<file path="src/rtl/pipe_pkg.sv">
// Shared definitions for the datapath pipeline register bank: default bundle
// widths, the NOP control word and the bit positions of the control fields.
package pipe_pkg;

  // Default bundle widths for the RISC-V datapath
  localparam int DATA_W_DEF = 96;
  localparam int CTRL_W_DEF = 12;

  // Control word that makes a stage inert: no register write, no memory write
  localparam logic [CTRL_W_DEF-1:0] CTRL_NOP_DEF = '0;

  // Control-field layout within the default 12-bit control bundle
  localparam int PC_MUX_LSB   = 0;   // [1:0] next-PC select
  localparam int PC_MUX_W     = 2;
  localparam int WREN_RF_BIT  = 2;   // register-file write enable
  localparam int WD_MUX_BIT   = 3;   // write-back data select
  localparam int RBYTEEN_LSB  = 4;   // [5:4] load size code
  localparam int RBYTEEN_W    = 2;
  localparam int WBYTEEN_LSB  = 6;   // [9:6] store byte enables
  localparam int WBYTEEN_W    = 4;
  localparam int DM_MUX_LSB   = 10;  // [11:10] data-memory result select
  localparam int DM_MUX_W     = 2;

endpackage

</file>
<file path="src/rtl/pipe_stage_reg.sv">
// One pipeline stage: valid, control and data registers with the
// kill / stall / NOP rules. A stage that ends up empty always carries the
// NOP control word, so no write enable can fire from a bubble.
module pipe_stage_reg
  import pipe_pkg::*;
#(
  parameter int                 DATA_W   = DATA_W_DEF,
  parameter int                 CTRL_W   = CTRL_W_DEF,
  parameter logic [CTRL_W-1:0]  CTRL_NOP = CTRL_W'(CTRL_NOP_DEF)
) (
  input  logic              clk,
  input  logic              reset,
  input  logic              stall,
  input  logic              kill,
  input  logic              src_valid,
  input  logic [DATA_W-1:0] src_data,
  input  logic [CTRL_W-1:0] src_ctrl,
  output logic              valid,
  output logic [DATA_W-1:0] data,
  output logic [CTRL_W-1:0] ctrl
);

  logic              valid_reg;
  logic [DATA_W-1:0] data_reg;
  logic [CTRL_W-1:0] ctrl_reg;

  // Stage registers: reset > kill > stall > advance. Data follows stall only;
  // it is cleared on reset so the post-reset state is fully defined.
  always_ff @(posedge clk) begin
    if (reset) begin
      valid_reg <= 1'b0;
      ctrl_reg  <= CTRL_NOP;
      data_reg  <= '0;
    end else begin
      if (!stall) begin
        data_reg <= src_data;
      end
      if (kill) begin
        valid_reg <= 1'b0;
        ctrl_reg  <= CTRL_NOP;
      end else if (!stall) begin
        valid_reg <= src_valid;
        ctrl_reg  <= src_valid ? src_ctrl : CTRL_NOP;
      end
    end
  end

  assign valid = valid_reg;
  assign data  = data_reg;
  assign ctrl  = ctrl_reg;

endmodule

</file>
<file path="src/rtl/pipe_stage_bank.sv">
// Parametrised pipeline register bank carrying data and control bundles
// through STAGES (1..4) registered stages with global stall and per-stage kill.
// Optional feature macro: PIPE_STAGE_BANK_PERF_EN adds stall/kill counters.
module pipe_stage_bank
  import pipe_pkg::*;
#(
  parameter int                 DATA_W   = DATA_W_DEF,
  parameter int                 CTRL_W   = CTRL_W_DEF,
  parameter int                 STAGES   = 2,
  parameter logic [CTRL_W-1:0]  CTRL_NOP = CTRL_W'(CTRL_NOP_DEF)
) (
  input  logic                     clk,
  input  logic                     reset,
  input  logic                     in_valid,
  input  logic [DATA_W-1:0]        in_data,
  input  logic [CTRL_W-1:0]        in_ctrl,
  input  logic                     stall,
  input  logic [STAGES-1:0]        kill,
  output logic [STAGES-1:0]        out_valid,
  output logic [STAGES*DATA_W-1:0] out_data,
  output logic [STAGES*CTRL_W-1:0] out_ctrl
`ifdef PIPE_STAGE_BANK_PERF_EN
  ,
  output logic [31:0]              perf_stall_cnt,
  output logic [31:0]              perf_kill_cnt
`endif
);

  // Source of each stage: stage 0 takes the inputs, stage i takes stage i-1
  logic [STAGES-1:0] src_valid;
  logic [DATA_W-1:0] src_data [STAGES];
  logic [CTRL_W-1:0] src_ctrl [STAGES];

  genvar gi;
  generate
    for (gi = 0; gi < STAGES; gi++) begin : g_stage
      if (gi == 0) begin : g_src_in
        assign src_valid[gi] = in_valid;
        assign src_data[gi]  = in_data;
        assign src_ctrl[gi]  = in_ctrl;
      end else begin : g_src_prev
        assign src_valid[gi] = out_valid[gi-1];
        assign src_data[gi]  = out_data[(gi-1)*DATA_W +: DATA_W];
        assign src_ctrl[gi]  = out_ctrl[(gi-1)*CTRL_W +: CTRL_W];
      end

      pipe_stage_reg #(
        .DATA_W   (DATA_W),
        .CTRL_W   (CTRL_W),
        .CTRL_NOP (CTRL_NOP)
      ) u_stage (
        .clk       (clk),
        .reset     (reset),
        .stall     (stall),
        .kill      (kill[gi]),
        .src_valid (src_valid[gi]),
        .src_data  (src_data[gi]),
        .src_ctrl  (src_ctrl[gi]),
        .valid     (out_valid[gi]),
        .data      (out_data[gi*DATA_W +: DATA_W]),
        .ctrl      (out_ctrl[gi*CTRL_W +: CTRL_W])
      );
    end
  endgenerate

`ifdef PIPE_STAGE_BANK_PERF_EN
  logic [31:0] stall_cnt_reg;
  logic [31:0] kill_cnt_reg;
  logic [2:0]  kill_hits;
  logic [32:0] kill_sum;
  logic [32:0] stall_sum;

  // A kill only counts when it removes a real entry: the held entry while
  // stalled, otherwise the entry that would have been loaded.
  always_comb begin
    kill_hits = '0;
    for (int i = 0; i < STAGES; i++) begin
      if (kill[i] && (stall ? out_valid[i] : src_valid[i])) begin
        kill_hits = kill_hits + 3'd1;
      end
    end
    kill_sum  = {1'b0, kill_cnt_reg} + {30'd0, kill_hits};
    stall_sum = {1'b0, stall_cnt_reg} + 33'd1;
  end

  // Saturating performance counters, cleared on reset
  always_ff @(posedge clk) begin
    if (reset) begin
      stall_cnt_reg <= '0;
      kill_cnt_reg  <= '0;
    end else begin
      if (stall) begin
        stall_cnt_reg <= stall_sum[32] ? 32'hFFFF_FFFF : stall_sum[31:0];
      end
      kill_cnt_reg <= kill_sum[32] ? 32'hFFFF_FFFF : kill_sum[31:0];
    end
  end

  assign perf_stall_cnt = stall_cnt_reg;
  assign perf_kill_cnt  = kill_cnt_reg;
`endif

endmodule
</file>
<file path="config.mk">
export PLATFORM = sky130hd
export DESIGN_NAME = pipe_stage_bank
export DESIGN_NICKNAME = d
export VERILOG_FILES = /design/src/rtl/pipe_pkg.sv /design/src/rtl/pipe_stage_reg.sv /design/src/rtl/pipe_stage_bank.sv
export SDC_FILE = /design/constraint.sdc
export NUM_CORES = 1
export LEC_CHECK = 0
export CORE_MARGIN = 4
export CORE_UTILIZATION = 44
export CTS_BUF_LIST = sky130_fd_sc_hd__clkbuf_8
export DETAILED_ROUTE_END_ITERATION = 10
export PLACE_DENSITY = 0.88
export SYNTH_ARGS = -nofsm -noshare
export SYNTH_HDL_FRONTEND = slang
export SYNTH_SLANG_ARGS = --single-unit
export TNS_END_PERCENT = 5
</file>
<file path="constraint.sdc">
create_clock -name clk -period 1.4 [get_ports clk]
set_input_delay 0.28 -clock clk [delete_from_list [all_inputs] [get_ports clk]]
set_output_delay 0.28 -clock clk [all_outputs]
set_load 0.1 [all_outputs]
</file>
== Word-level counts from Yosys, hierarchy flattened ==
Cells that the tools add are included.
Operators by class
  reductions and logical operators: 2
  $add $sub $neg: 0
  equality and inequality tests: 0
  $mul: 0
  order comparisons: 0
  shift-type cells: 0
  bitwise logic cells: 0
  div/mod/pow operators: 0
  mux-type cells: 2
Operators with widths (number)
  $mux W12: 2
  $reduce_or A2 Y1: 2
Word-level totals
  latch bits: 0
  logic and storage cells: 10
  output and inout port bits: 218
  input port bits: 114
  flip-flop bits (word level): 218
  bits in writable memories: 0
  memories: 0
  bits in read-only memories: 0

== Depth between registers and ports, before layout ==
  depth in word-level cells: 1
  gate-level depth with buffers: 5
  depth with buffers taken out: 2

== Hierarchy ==
A second synthesis with hierarchy kept.
Second synthesis, totals
  cell total of the unflattened synthesis: 734
  area, all modules: 8080.2 um^2
Modules (own cells, without submodules)
  pipe_stage_reg: seq. area each 2182.1 um^2, cells an instance 367, area each 4040.1 um^2, instances 2

== Least setup slack after synthesis ==
Ideal clock, no wire load.
  kind: reg2reg
  start: register g_stage[0].u_stage.ctrl_reg[10]
  end: register g_stage[1].u_stage.ctrl_reg[10]
  clock period less this slack: 1294 ps
  stages on the path, launching flop included: 3
  path slack: 106 ps
  arrival time: 1224 ps
  buffers on the path: 0
  library setup time: 70 ps
  data required time: 1330 ps
  path through: dfxtp_1 nand3b_1 a21oi_1
Between the ends
  word-level cells in the longest chain between the ends: 1
RTL lines
  from (decl): line pipe_stage_reg.sv:25  | logic [CTRL_W-1:0] ctrl_reg;
  from (signal assigned): line pipe_stage_reg.sv:43  | ctrl_reg <= src_valid ? src_ctrl : CTRL_NOP;
  $mux W12: line pipe_stage_reg.sv:43
  to (signal assigned): line pipe_stage_reg.sv:43
  to (decl): line pipe_stage_reg.sv:25
Every way passes these cells.
A chain may end at the register's enable or synchronous reset.

== Final worst setup path ==
  start: register g_stage[0].u_stage.data_reg[22]
  end: output port out_data[22]
RTL lines
  from (decl): line pipe_stage_reg.sv:24  | logic [DATA_W-1:0] data_reg;
  from (signal assigned): line pipe_stage_reg.sv:36  | data_reg <= src_data;
  to (decl): line pipe_stage_bank.sv:20  | output logic [STAGES*DATA_W-1:0] out_data,
No word-level cell between the ends.

==> impl_results.md <==
- DR vias: 6,923
- WL/cell: 22.64 um
- Post-CTS Setup Inserts: 0
- H-tree Lvls: 2
- Synthesis Warnings: 0
- Required @ worst endpoint: 1120 ps
- Iteration-0 DRC Markers: 261
- Nets@finish: 1,187
- Number of flip-flops in the largest register: 192
- CTS buffer count: 37
- Xor/xnor share of the synthesized area: 0%
- Multiplexer share of the synthesized area: 24.43%
- Final period util: 98.99%
- GRT Util Overall: 27.91%
- Max-cap violation count: 0
- Via density: 5.233
- Top cells by area, synth: dfxtp_1, mux2i_1, nor2_1
- Complex-gate fraction of the synthesized area: 1.511%
- DIE AREA: 20,280 sq um
- VDD IR max: 1.233 mV
- Critical path class: flop to output port
- Slowest CP cell: dfxtp_4
- DRT Pass-1 Iters: 5
- Clock buffer depth: 3
- Die height: 142.4 um
- F_max: 721.5 MHz
- Layout overhead on the synthesized area: 84.96%
- Met2 global-route usage: 53.34%
- Static Leak: 6.284 nW
- Hold slack: 170.0 ps
- Vias in the first global route: 7,687
- Worst setup margin: 14.07 ps
- Ys async rst share: 0%
- Pwr/cell area: 1155 nW/um^2
- Number of antenna violations at the first check in global routing: 0
- Chip width: 142.4 um
- Layout Utilization: 84.11%
- Worst path bufs/invs: 1
- GRT met1 Usage: 26.48%
- Netlist Area Pre-Place: 7948 sq um
- Final hold vios: 0
- I/O pins: 332
- Worst slew margin: 80.19%
- Rows: 48
- Starting Density: 45.48%
- Number of cells on the worst reg-to-reg path: 3
- CTS tree: yes
- Ant diodes: 0
- CP endpoint kind: output port
- Worst Path Arrival: 1110 ps
- Core region area: 17,480 sq um
- Post-synthesis sequential area ratio: 54.91%
- Syn Area/Cell: 10.83 sq um
- WP depth: 1
- Worst skew pair latency: 540 ps
- Final setup viols: 0
- HPWL after DPL: 18,920 um
- First-pass GRT wire length: 43,970 um
- Clock transition at path regs: 70 ps
- Synth Register Bits: 218
- Status: finished, final reports clean
- Placement Setup Slack: 41.62 ps
- Syn Nets: 848
- GRT overflow: 0
- Synth top area share: 54.91%
- GR Layer Usage met3: 8.636%
- Yosys cell types: 13
- Crit path max fanout: 3
- Critical path's top delay family: flip-flops
- Design Area, Final: 14,700 sq um
- Total Wirelength: 29,950 um
- FILL cells: 745
- Sink Count: 218
- Cell Area, Placed: 13,560 sq um
- Largest net degree at the start of global routing: 44
- ANT nets after route: 0
- Main combinational cell family by area after synthesis: multiplexers
- Layout cells sized above 1: 46.17%
- Post-synth EDFFs: 0
- Clock Skews: 21.10 ps
- Cell chain of the critical path: buf_12
- Final-report max-slew violation count: 0
- Primary FF master, synth: dfxtp_1
- Final Critical Period: 1386 ps
- Post-Synth Adder-Cell Area: 0%
- Port bufs: 331
- Syn Inst Count: 734
- Hold Path Class: input pin to flop
- Routability cong.: 0.7929
- Crit path launch type: flop
- RSZ-0062 raised after global routing: true
- Simple-Gate Fraction of Synth Area: 12.72%
- Gr busiest metal: met2
- Max stage delay on crit path: 390 ps
- Post-synth top area cell: dfxtp_1
- DRC viols: 0
- Worst-margin pin slew: 288.8 ps
- Hold Path Cell Cnt: 3
- Root buffer cell: clkbuf_8
[Yosys cell counts, types with 5 or more instances]
library cell	number
buf_12	11
nand3b_1	24
dfxtp_1	218
a21oi_1	24
buf_2	19
mux2i_1	194
buf_4	9
nand2_1	24
clkbuf_1	8
buf_8	5
nor2_1	194
[power by group]
group | total (mW) | switching (mW) | internal (mW) | leakage (nW)
sequential | 6.85 | 0.371 | 6.48 | 1.88
clock | 5.82 | 2.64 | 3.18 | 0.423
combinational | 4.32 | 2.67 | 1.66 | 3.98
total | 17.0 | 5.67 | 11.3 | 6.28
[routing by layer]
metal	vias to the layer above	wire length (um)
met5	-	0
met4	0	1617
met3	105	2355
met2	348	16350
met1	3342	9630
li1	3128	-
[cells in the final DEF (no fill, tap or decap), drive strengths merged]
cell type / synthesis / routed
dfxtp: 218 / 218
clkinvlp: 0 / 1
or2: 2 / 2
nor2: 194 / 194
inv: 0 / 9
clkinv: 0 / 4
clkbuf: 8 / 50
buf: 46 / 243
a21oi: 24 / 24
nand2: 24 / 24
clkdlybuf4s50: 0 / 111
nand3b: 24 / 24
mux2i: 194 / 194
[stage by stage]
step | cells | total power [mW] | TNS (ps)
floorplan | 734 | 9.435 | 0
global placement | 1259 | 11.09 | 0
detailed placement | 1259 | 11.20 | 0
CTS | 1323 | 16.98 | 0
global route | 1323 | 17.47 | -314.8
finish | 1323 | 16.99 | 0
[layout make-up]
class	count	area (sq um)	area share, %
clock inverters	14	65.06	0.4426
multi-input cells	462	3073	20.90
flip-flops and latches	218	4756	32.35
clock buffers	50	688.2	4.681
repair buffers	354	5837	39.71
well taps	225	281.5	1.915
[final timing paths]
check                                                 start                          end  slack [ps]
worst min register to register  g_stage[1].u_stage.ctrl[11]  g_stage[1].u_stage.ctrl[11]         490
worst min-delay path                                  reset   g_stage[1].u_stage.data[3]         170
worst max-delay path            g_stage[0].u_stage.data[22]                 out_data[22]          10
worst max register to register     g_stage[0].u_stage.valid   g_stage[1].u_stage.ctrl[3]         500
[cells by family (layout without fill, tap and decap cells)]
family,after synthesis,after routing
simple gates,244,244
flops,218,218
mux,194,194
buf+inv,54,418
compound gates,24,24
[repair_timing]
item / 4_1_cts / 5_1_grt
pin swaps: 0 / 0
gates resized for setup: 169 / 91
hold buffers: 0 / 0
setup endpoints to repair: 165 / 102
No activity file was read; power rests on OpenSTA's default activity.
